$ cat src/rtl/mem_port_arbiter_if.sv
// Bundle of requester, memory and response signals shared by the memory port arbiter.
// The arbiter connects as slave; requesters and memory model connect as master.
interface mem_port_arbiter_if #(
    parameter int ADDR_W = 32,
    parameter int LINE_W = 128
);
    logic              req0;
    logic [ADDR_W-1:0] addr0;
    logic              we0;
    logic [LINE_W-1:0] wdata0;
    logic              req1;
    logic [ADDR_W-1:0] addr1;
    logic              we1;
    logic [LINE_W-1:0] wdata1;

    logic              mem_req;
    logic [ADDR_W-1:0] mem_addr;
    logic              mem_we;
    logic [LINE_W-1:0] mem_wdata;
    logic              mem_ready;
    logic [LINE_W-1:0] mem_rdata;

    logic              ready0;
    logic              ready1;
    logic [LINE_W-1:0] rdata0;
    logic [LINE_W-1:0] rdata1;
    logic              resp_sel;
    logic              busy;

    modport slave (
        input  req0, addr0, we0, wdata0,
        input  req1, addr1, we1, wdata1,
        input  mem_ready, mem_rdata,
        output mem_req, mem_addr, mem_we, mem_wdata,
        output ready0, ready1, rdata0, rdata1, resp_sel, busy
    );

    modport master (
        output req0, addr0, we0, wdata0,
        output req1, addr1, we1, wdata1,
        output mem_ready, mem_rdata,
        input  mem_req, mem_addr, mem_we, mem_wdata,
        input  ready0, ready1, rdata0, rdata1, resp_sel, busy
    );
endinterface

$ cat src/rtl/mem_port_arbiter.sv
// Round-robin arbiter sharing one memory port between the instruction cache (0)
// and the data cache (1); one transaction in flight, response demuxed by resp_sel.
module mem_port_arbiter #(
    parameter int ADDR_W = 32,
    parameter int LINE_W = 128
) (
    input  logic                 clk,
    input  logic                 reset,
    mem_port_arbiter_if.slave    bus
);

    typedef enum logic [1:0] {
        IDLE = 2'd0,
        WAIT = 2'd1,
        DONE = 2'd2
    } state_t;

    state_t state;
    logic   ptr;
    logic   grant_any;
    logic   grant_sel;

    // On a tie the pointer decides; otherwise the lone requester wins.
    always_comb begin
        grant_any = bus.req0 | bus.req1;
        grant_sel = bus.req1 & (~bus.req0 | ptr);
    end

    always_ff @(posedge clk) begin
        if (reset) begin
            state         <= IDLE;
            ptr           <= 1'b0;
            bus.mem_req   <= 1'b0;
            bus.mem_addr  <= {ADDR_W{1'b0}};
            bus.mem_we    <= 1'b0;
            bus.mem_wdata <= {LINE_W{1'b0}};
            bus.ready0    <= 1'b0;
            bus.ready1    <= 1'b0;
            bus.rdata0    <= {LINE_W{1'b0}};
            bus.rdata1    <= {LINE_W{1'b0}};
            bus.resp_sel  <= 1'b0;
            bus.busy      <= 1'b0;
        end else begin
            case (state)
                IDLE: begin
                    if (grant_any) begin
                        bus.resp_sel  <= grant_sel;
                        bus.mem_addr  <= grant_sel ? bus.addr1  : bus.addr0;
                        bus.mem_we    <= grant_sel ? bus.we1    : bus.we0;
                        bus.mem_wdata <= grant_sel ? bus.wdata1 : bus.wdata0;
                        bus.mem_req   <= 1'b1;
                        bus.busy      <= 1'b1;
                        state         <= WAIT;
                    end
                end
                WAIT: begin
                    // Requester inputs are deliberately not looked at here, so a dropped req cannot abort.
                    if (bus.mem_ready) begin
                        bus.mem_req <= 1'b0;
                        bus.rdata0  <= bus.resp_sel ? {LINE_W{1'b0}} : bus.mem_rdata;
                        bus.rdata1  <= bus.resp_sel ? bus.mem_rdata : {LINE_W{1'b0}};
                        bus.ready0  <= ~bus.resp_sel;
                        bus.ready1  <= bus.resp_sel;
                        state       <= DONE;
                    end
                end
                DONE: begin
                    bus.ready0 <= 1'b0;
                    bus.ready1 <= 1'b0;
                    bus.rdata0 <= {LINE_W{1'b0}};
                    bus.rdata1 <= {LINE_W{1'b0}};
                    ptr        <= ~bus.resp_sel;
                    bus.busy   <= 1'b0;
                    state      <= IDLE;
                end
                default: begin
                    state <= IDLE;
                end
            endcase
        end
    end

endmodule
$ cat src/flat_wrapper.sv
// flat-port wrapper written by rule: the top's interface ports become plain ports
module mem_port_arbiter_flat 
#(
    parameter int ADDR_W = 32,
    parameter int LINE_W = 128
)
  (clk, reset, bus_req0, bus_addr0, bus_we0, bus_wdata0, bus_req1, bus_addr1, bus_we1, bus_wdata1, bus_mem_ready, bus_mem_rdata, bus_mem_req, bus_mem_addr, bus_mem_we, bus_mem_wdata, bus_ready0, bus_ready1, bus_rdata0, bus_rdata1, bus_resp_sel, bus_busy);
  mem_port_arbiter_if #(.ADDR_W(ADDR_W), .LINE_W(LINE_W)) bus_i ();
  input  logic clk;
  input  logic reset;
  input wire logic [$bits(bus_i.req0)-1:0] bus_req0;
  input wire logic [$bits(bus_i.addr0)-1:0] bus_addr0;
  input wire logic [$bits(bus_i.we0)-1:0] bus_we0;
  input wire logic [$bits(bus_i.wdata0)-1:0] bus_wdata0;
  input wire logic [$bits(bus_i.req1)-1:0] bus_req1;
  input wire logic [$bits(bus_i.addr1)-1:0] bus_addr1;
  input wire logic [$bits(bus_i.we1)-1:0] bus_we1;
  input wire logic [$bits(bus_i.wdata1)-1:0] bus_wdata1;
  input wire logic [$bits(bus_i.mem_ready)-1:0] bus_mem_ready;
  input wire logic [$bits(bus_i.mem_rdata)-1:0] bus_mem_rdata;
  output wire logic [$bits(bus_i.mem_req)-1:0] bus_mem_req;
  output wire logic [$bits(bus_i.mem_addr)-1:0] bus_mem_addr;
  output wire logic [$bits(bus_i.mem_we)-1:0] bus_mem_we;
  output wire logic [$bits(bus_i.mem_wdata)-1:0] bus_mem_wdata;
  output wire logic [$bits(bus_i.ready0)-1:0] bus_ready0;
  output wire logic [$bits(bus_i.ready1)-1:0] bus_ready1;
  output wire logic [$bits(bus_i.rdata0)-1:0] bus_rdata0;
  output wire logic [$bits(bus_i.rdata1)-1:0] bus_rdata1;
  output wire logic [$bits(bus_i.resp_sel)-1:0] bus_resp_sel;
  output wire logic [$bits(bus_i.busy)-1:0] bus_busy;
  assign bus_i.req0 = bus_req0;
  assign bus_i.addr0 = bus_addr0;
  assign bus_i.we0 = bus_we0;
  assign bus_i.wdata0 = bus_wdata0;
  assign bus_i.req1 = bus_req1;
  assign bus_i.addr1 = bus_addr1;
  assign bus_i.we1 = bus_we1;
  assign bus_i.wdata1 = bus_wdata1;
  assign bus_i.mem_ready = bus_mem_ready;
  assign bus_i.mem_rdata = bus_mem_rdata;
  assign bus_mem_req = bus_i.mem_req;
  assign bus_mem_addr = bus_i.mem_addr;
  assign bus_mem_we = bus_i.mem_we;
  assign bus_mem_wdata = bus_i.mem_wdata;
  assign bus_ready0 = bus_i.ready0;
  assign bus_ready1 = bus_i.ready1;
  assign bus_rdata0 = bus_i.rdata0;
  assign bus_rdata1 = bus_i.rdata1;
  assign bus_resp_sel = bus_i.resp_sel;
  assign bus_busy = bus_i.busy;
  mem_port_arbiter #(.ADDR_W(ADDR_W), .LINE_W(LINE_W)) u_core (.clk(clk), .reset(reset), .bus(bus_i));
endmodule
$ cat config.mk
export PLATFORM = sky130hd
export DESIGN_NAME = mem_port_arbiter_flat
export DESIGN_NICKNAME = d
export VERILOG_FILES = /design/src/rtl/mem_port_arbiter_if.sv /design/src/rtl/mem_port_arbiter.sv /design/src/flat_wrapper.sv
export SDC_FILE = /design/constraint.sdc
export NUM_CORES = 1
export LEC_CHECK = 0
export CAP_MARGIN = 20
export CORE_AREA = 2 2 338 340
export CTS_BUF_LIST = sky130_fd_sc_hd__clkbuf_16
export DETAILED_ROUTE_END_ITERATION = 10
export DIE_AREA = 0 0 340 342
export PLACE_DENSITY = 0.34
export SLEW_MARGIN = 20
export SYNTH_ARGS = -nofsm -noshare
export SYNTH_HDL_FRONTEND = slang
export SYNTH_SLANG_ARGS = --single-unit
$ cat constraint.sdc
create_clock -name clk -period 2.3 [get_ports clk]
set_input_delay 0.69 -clock clk [delete_from_list [all_inputs] [get_ports clk]]
set_output_delay 0.69 -clock clk [all_outputs]
set_load 0.01 [all_outputs]
==> impl_metrics.ini, run 1 <==
[status]
status = completed

[timing]
clock_skew_ns = 0.0377
final_max_slew_viol_count = 0
max_freq_mhz = 445
post-route-period-util = 0.977
maxSlewHeadroom = 0.607
min_period_ns = 2.25
tightest_slew_ns = 0.590
hold_viol_final = 0
rsz0062_at_grt = false
worst_hold_slack_ns = 0.458
setup_viol = 0

[die]
initial_utilization = 0.143
fp.dieH_um = 342
dieWidth_um = 340
core_mm2 = 0.113
rows = 124
die-area_mm2 = 0.116
pin_count = 877

[synthesis]
async_flop_share = 0
synth_top_area_frac = 0.525
avgSynthCellArea_um2 = 10.2
ys_ff_latch = 425
yosysMostFrequentCell = dfxtp_1
synth-edff-count = 0
synthTopCellsByCount = 425 x dfxtp_1, 254 x a32o_1, 165 x a21oi_1
ys_top_cells_by_area = dfxtp_1 52%, a32o_1 16%, a311oi_1 8.7%
yosys_warnings = 0
yosysUniqueCellTypes = 29
netlist_instances = 1591
ys.flop_type = dfxtp_1
syn_area_mm2 = 0.0162
yosysTopAreaCell = dfxtp_1
yosysSeqAreaShare = 0.525
syn-num-nets = 2046

[pwr]
swShare = 0.279
irDropWorstVdd_v = 0.000536
clkPwrFrac = 0.426
p_int_mw = 15.2
p_switching_mw = 5.89
seqPwrFrac = 0.384
leakage_nw = 11.2
power_frac_comb = 0.190
powerDensity_mw_per_mm2 = 729

[clock_network]
cts_setup_buffers = 0
clock-sinks = 425
cts_buffers = 54
cts_tree = done
cts-root-buf = clkbuf_16
worst_skew_pair.late_latency_ns = 0.66
htreeDepth = 2
clk_pin_slew_worst_paths_ns = 0.06
clock_path_buffers = 3

[detailed_routing]
drt_iter0_drc = 989
dr_total_vias = 17700
wire_per_inst_um = 23.5
drc_errors = 0
ant_nets = 0
routed_via_density = 4.46
drt-pass1-iter-count = 5
route.final.wire_length_mm = 93.1

[critical_path]
crit_chain = clkdlybuf4s50_1
crit_buf_inv = 1
critPathCaptureType = output pin
required_ns = 1.61
critPathArrivalTime_ns = 1.56
worstSetupPathType = reg -> out
critPathLaunchType = register
cpMaxStageDelayCell = clkdlybuf4s50_1
cpPeakStageDelay_ns = 0.56
cp_top_family = buffers and inverters
path_max_fanout = 2

[global_routing]
grt_pass1_vias = 18200
grt_pass1_wl_mm = 131
grt_max_degree = 115
antenna_found_initial = 28
gr-total-overflow = 0
grt_use_total = 0.151

[finish]
final_area_mm2 = 0.0289
fillers = 12000
fin_nets = 2854
area_growth_pct = 78.3
drive_above_1_share = 0.0823

[placement]
gp_congestion = 0.822
placement.cell_area_mm2 = 0.0272
io_buffers = 876
hpwl_mm = 68.9

[worst_hold_path]
hold_class = in -> reg

[flow_run]
cap_viol_max_count = 0
## per-layer routing
layer  wire (um)  part of all wire  vias up  track usage
li1            -                 -     8032            -
met1       35600              0.38     8678        0.167
met3        9290              0.10      139       0.0608
met2       45300              0.49      803        0.260
met5         155            0.0017        -            0
met4        2790             0.030       24       0.0543
## what timing repair did
| action | in CTS | in global routing |
|---|---|---|
| hold buffers | 0 | 0 |
| setup endpoints to repair | 234 | 30 |
| resized for setup | 240 | 30 |
| pin swaps | 0 | 0 |
## power groups by stage
stage          sequential [mW]  clock, mW  combinational (mW)
2_1_floorplan             8.41          0                1.34
3_3_place_gp              8.25          0                4.19
3_5_place_dp              8.25          0                4.20
4_1_cts                   8.09       9.37                4.06
5_1_grt                   8.14       9.61                4.30
6_report                  8.09       8.97                4.01
## sequential cells by signal (all words and copies together), names as in the netlist
| name | flops |
|---|---|
| u_core.bus.rdata1 | 128 |
| u_core.bus.resp_sel | 1 |
| u_core.bus.mem_addr | 32 |
| u_core.bus.busy | 1 |
| u_core.ptr | 1 |
| u_core.state | 2 |
| u_core.bus.ready1 | 1 |
| u_core.bus.mem_wdata | 128 |
| u_core.bus.mem_we | 1 |
| u_core.bus.rdata0 | 128 |
| u_core.bus.mem_req | 1 |
| u_core.bus.ready0 | 1 |
## worst register-to-register path: stages (launching register included)
cell,delay (ns)
dfxtp_1,0.50
and3b_1,0.28
nor3_4,0.30
buf_4,0.22
buf_12,0.22
a32o_1,0.20
## worst paths after layout
path | slack (ns) | end | cells past startpoint | start
setup / recovery | 0.05 | bus_mem_wdata[114] | 1 | u_core.bus.mem_wdata[114]
hold reg to reg | 0.46 | u_core.bus.rdata1[101] | 1 | u_core.bus.rdata1[101]
hold / removal | 0.46 | u_core.bus.resp_sel | 3 | bus_req1
setup reg to reg | 0.50 | u_core.bus.rdata1[67] | 5 | u_core.state[1]
## cells by family after synthesis
kind of cell    count (synthesis)  synth area share
buf+inv                       231            0.0685
flops                         425             0.525
compound gates                749             0.348
simple gates                  186            0.0587
## placed cells by master, fill, tap and decap left out, types with 2 or more instances in the layout
| cell | count |
|---|---|
| clkdlybuf4s50_1 | 611 |
| dfxtp_1 | 420 |
| a32o_1 | 254 |
| dlygate4sd2_1 | 232 |
| a21oi_1 | 165 |
| nand3_1 | 164 |
| o21ai_0 | 163 |
| a311oi_1 | 161 |
| clkbuf_16 | 55 |
| buf_4 | 53 |
| buf_12 | 52 |
| dlymetal6s2s_1 | 28 |
| clkinv_1 | 16 |
| diode_2 | 13 |
| clkinv_2 | 10 |
| bufinv_16 | 9 |
| nor2_1 | 5 |
| inv_1 | 5 |
| dfxtp_2 | 4 |
| nand2_1 | 3 |
| nor2_4 | 3 |
| nor2b_1 | 2 |
| a22o_1 | 2 |
| clkinvlp_4 | 2 |
| buf_6 | 2 |
| clkdlybuf4s15_1 | 2 |
## stage by stage
step | setup TNS, ns | utilization | setup slack, ns | std cells | power [mW]
after CTS | 0 | 0.255 | 0.000113 | 3953 | 21.5
final | 0 | 0.256 | 0.0524 | 3966 | 21.1
after floorplan | 0 | - | 0.525 | 1591 | 9.75
after global routing | 0 | 0.256 | 0.000244 | 3965 | 22.0
after global placement | -13.64 | 0.241 | -0.110 | 3855 | 12.4
after detailed placement | -20.99 | 0.241 | -0.127 | 3855 | 12.5
## final cells by class
class / instances / area, um2 / area share
repair buffers: 980 / 9980 / 0.345
flip-flops and latches: 425 / 8520 / 0.295
multi-input cells: 935 / 6630 / 0.229
well taps: 1512 / 1890 / 0.0654
clock buffers: 55 / 1380 / 0.0476
clock inverters: 43 / 460 / 0.0159
diodes: 13 / 32.5 / 0.00113
inverters: 3 / 21.3 / 0.000736
Note: power is estimated with default switching activity, not from simulation.
==> inputs of run 2 (changes only) <==
- GPL_TIMING_DRIVEN: default -> 0
==> run 2 against run 1 <==
Net effect: clock skew down 0.027 ns; sequential cell count is the same; global-route usage increased by 1.9 points; cell count up 3.3%; wire length is 12% higher.
==> impl_metrics.ini, run 2 (synthesis gave the netlist of run 1 again) <==
[status]
status = completed

[critical_path]
crit_buf_inv = 1
critPathCaptureType = output pin
path_max_fanout = 2
critPathArrivalTime_ns = 1.55
cpPeakStageDelay_ns = 0.58
critPathLaunchType = register
cpMaxStageDelayCell = clkdlybuf4s50_1
crit_chain = clkdlybuf4s50_1
required_ns = 1.61
cp_top_family = buffers and inverters
worstSetupPathType = reg -> out

[global_routing]
grt-busiest-layer = met2
gr-total-overflow = 0
met1_usage = 0.188
use_met2 = 0.300
grt_max_degree = 18
gr-usage-met3 = 0.0625
antenna_found_initial = 41
grt_pass1_vias = 19100
grt_pass1_wl_mm = 144
grt_use_total = 0.170

[timing]
rsz0062_at_grt = false
maxSlewHeadroom = 0.438
clock_skew_ns = 0.0104
final_max_slew_viol_count = 0
setup_viol = 0
hold_viol_final = 0
tightest_slew_ns = 0.843
min_period_ns = 2.24
post-route-period-util = 0.972
max_freq_mhz = 447

[die]
fp.dieH_um = 342
initial_utilization = 0.143
core_mm2 = 0.113
pin_count = 877
dieWidth_um = 340
die-area_mm2 = 0.116
rows = 124

[clock_network]
holdBufCountCts = 0
clock_path_buffers = 3
cts_tree = done
cts_buffers = 55
clk_pin_slew_worst_paths_ns = 0.06
worst_skew_pair.late_latency_ns = 0.64
cts-root-buf = clkbuf_16
htreeDepth = 2
clock-sinks = 425

[finish]
multi_input_area_mm2 = 0.00660
drive_above_1_share = 0.0764
seqCellArea_mm2 = 0.00851
utilization = 0.252
final_cell_mix = 587 x clkdlybuf4s50_1, 421 x dfxtp_1, 254 x a32o_1
final_common_cell = clkdlybuf4s50_1
area_growth_pct = 75.6
fin_nets = 2979
reg_top3 = u_core.bus.mem_wdata (128), u_core.bus.rdata0 (128), u_core.bus.rdata1 (128)
fillers = 12300

[placement]
hpwl_mm = 82.7
gp_congestion = 0.864
io_buffers = 875

[detailed_routing]
ant_nets = 0
route.final.wire_length_mm = 104
drt-pass1-iter-count = 5
routed_via_density = 4.46
drt_iter0_drc = 848
wire_per_inst_um = 25.4
drc_errors = 0
dr_total_vias = 18300

[flow_run]
cap_viol_max_count = 0

[pwr]
total_power_mw = 20.3
clkPwrFrac = 0.405
irDropWorstVdd_v = 0.000521
power_frac_comb = 0.195
p_switching_mw = 6.05
powerDensity_mw_per_mm2 = 712
p_int_mw = 14.2
swShare = 0.299
seqPwrFrac = 0.399
leakage_nw = 11.4

[worst_hold_path]
hold_class = reg -> reg
[run 2: cell count changes in the layout (fill, tap and decap cells not counted), sizes merged]
| cell | previous run | this run |
|---|---|---|
| clkbuf | 55 | 165 |
| clkdlybuf4s50 | 611 | 587 |
| dlymetal6s2s | 28 | 51 |
| inv | 8 | 23 |
| buf | 107 | 119 |
| bufinv | 9 | 2 |
| diode | 13 | 20 |
| clkinv | 27 | 22 |
| dlygate4sd2 | 232 | 237 |
| clkdlybuf4s15 | 2 | 0 |
| clkinvlp | 2 | 0 |
[run 2: layout make-up]
class                   count  share of cell area
diodes                     20             0.00176
plain buffers             227              0.0390
clock buffers              55              0.0484
clock inverters            44              0.0106
inverters                   3            0.000396
multi-input cells         935               0.232
flip-flops and latches    425               0.299
well taps                1512              0.0665
repair buffers            877               0.302
[run 2: repair_timing]
action / 4_1_cts / 5_1_grt
hold endpoints to repair: 0 / 0
setup endpoints to repair: 338 / 180
resized for setup: 246 / 55
setup buffers: 0 / 1
pin swaps: 1 / 1
[run 2: stage by stage]
stage	hold slack, ns	setup TNS [ns]	setup WS, ns	cell area (um2)	cells
2_1_floorplan	0.486	0	0.525	16200	1591
3_3_place_gp	0.449	-272.15	-1.06	26900	3978
3_5_place_dp	0.453	-278.33	-1.01	26900	3979
4_1_cts	0.462	0	0.0000366	28300	4077
5_1_grt	0.470	0	0.000438	28500	4094
6_report	0.457	0	0.0643	28500	4098
[run 2: path summary, 6_finish.rpt]
kind | to | cells past startpoint | slack, ns | from
hold reg to reg | u_core.bus.rdata1[107] | 1 | 0.46 | u_core.bus.rdata1[107]
setup / recovery | bus_mem_wdata[90] | 1 | 0.06 | u_core.bus.mem_wdata[90]
setup reg to reg | u_core.bus.mem_wdata[105] | 6 | 0.16 | u_core.state[0]
hold / removal | u_core.bus.rdata1[107] | 1 | 0.46 | u_core.bus.rdata1[107]
[run 2: power by group through the flow]
| stage | registers, mW | clock network [mW] | logic (mW) |
|---|---|---|---|
| final | 8.09 | 8.21 | 3.96 |
| after global routing | 8.14 | 8.79 | 4.26 |
| after CTS | 8.10 | 8.54 | 4.02 |
| after detailed placement | 8.26 | 0 | 4.18 |
| after global placement | 8.25 | 0 | 4.18 |
| after floorplan | 8.41 | 0 | 1.34 |
[run 2: metal layers]
layer	wire length (um)	up-vias
met5	129	-
met3	9230	162
met2	51600	811
met4	2890	20
li1	-	8305
met1	40300	8965
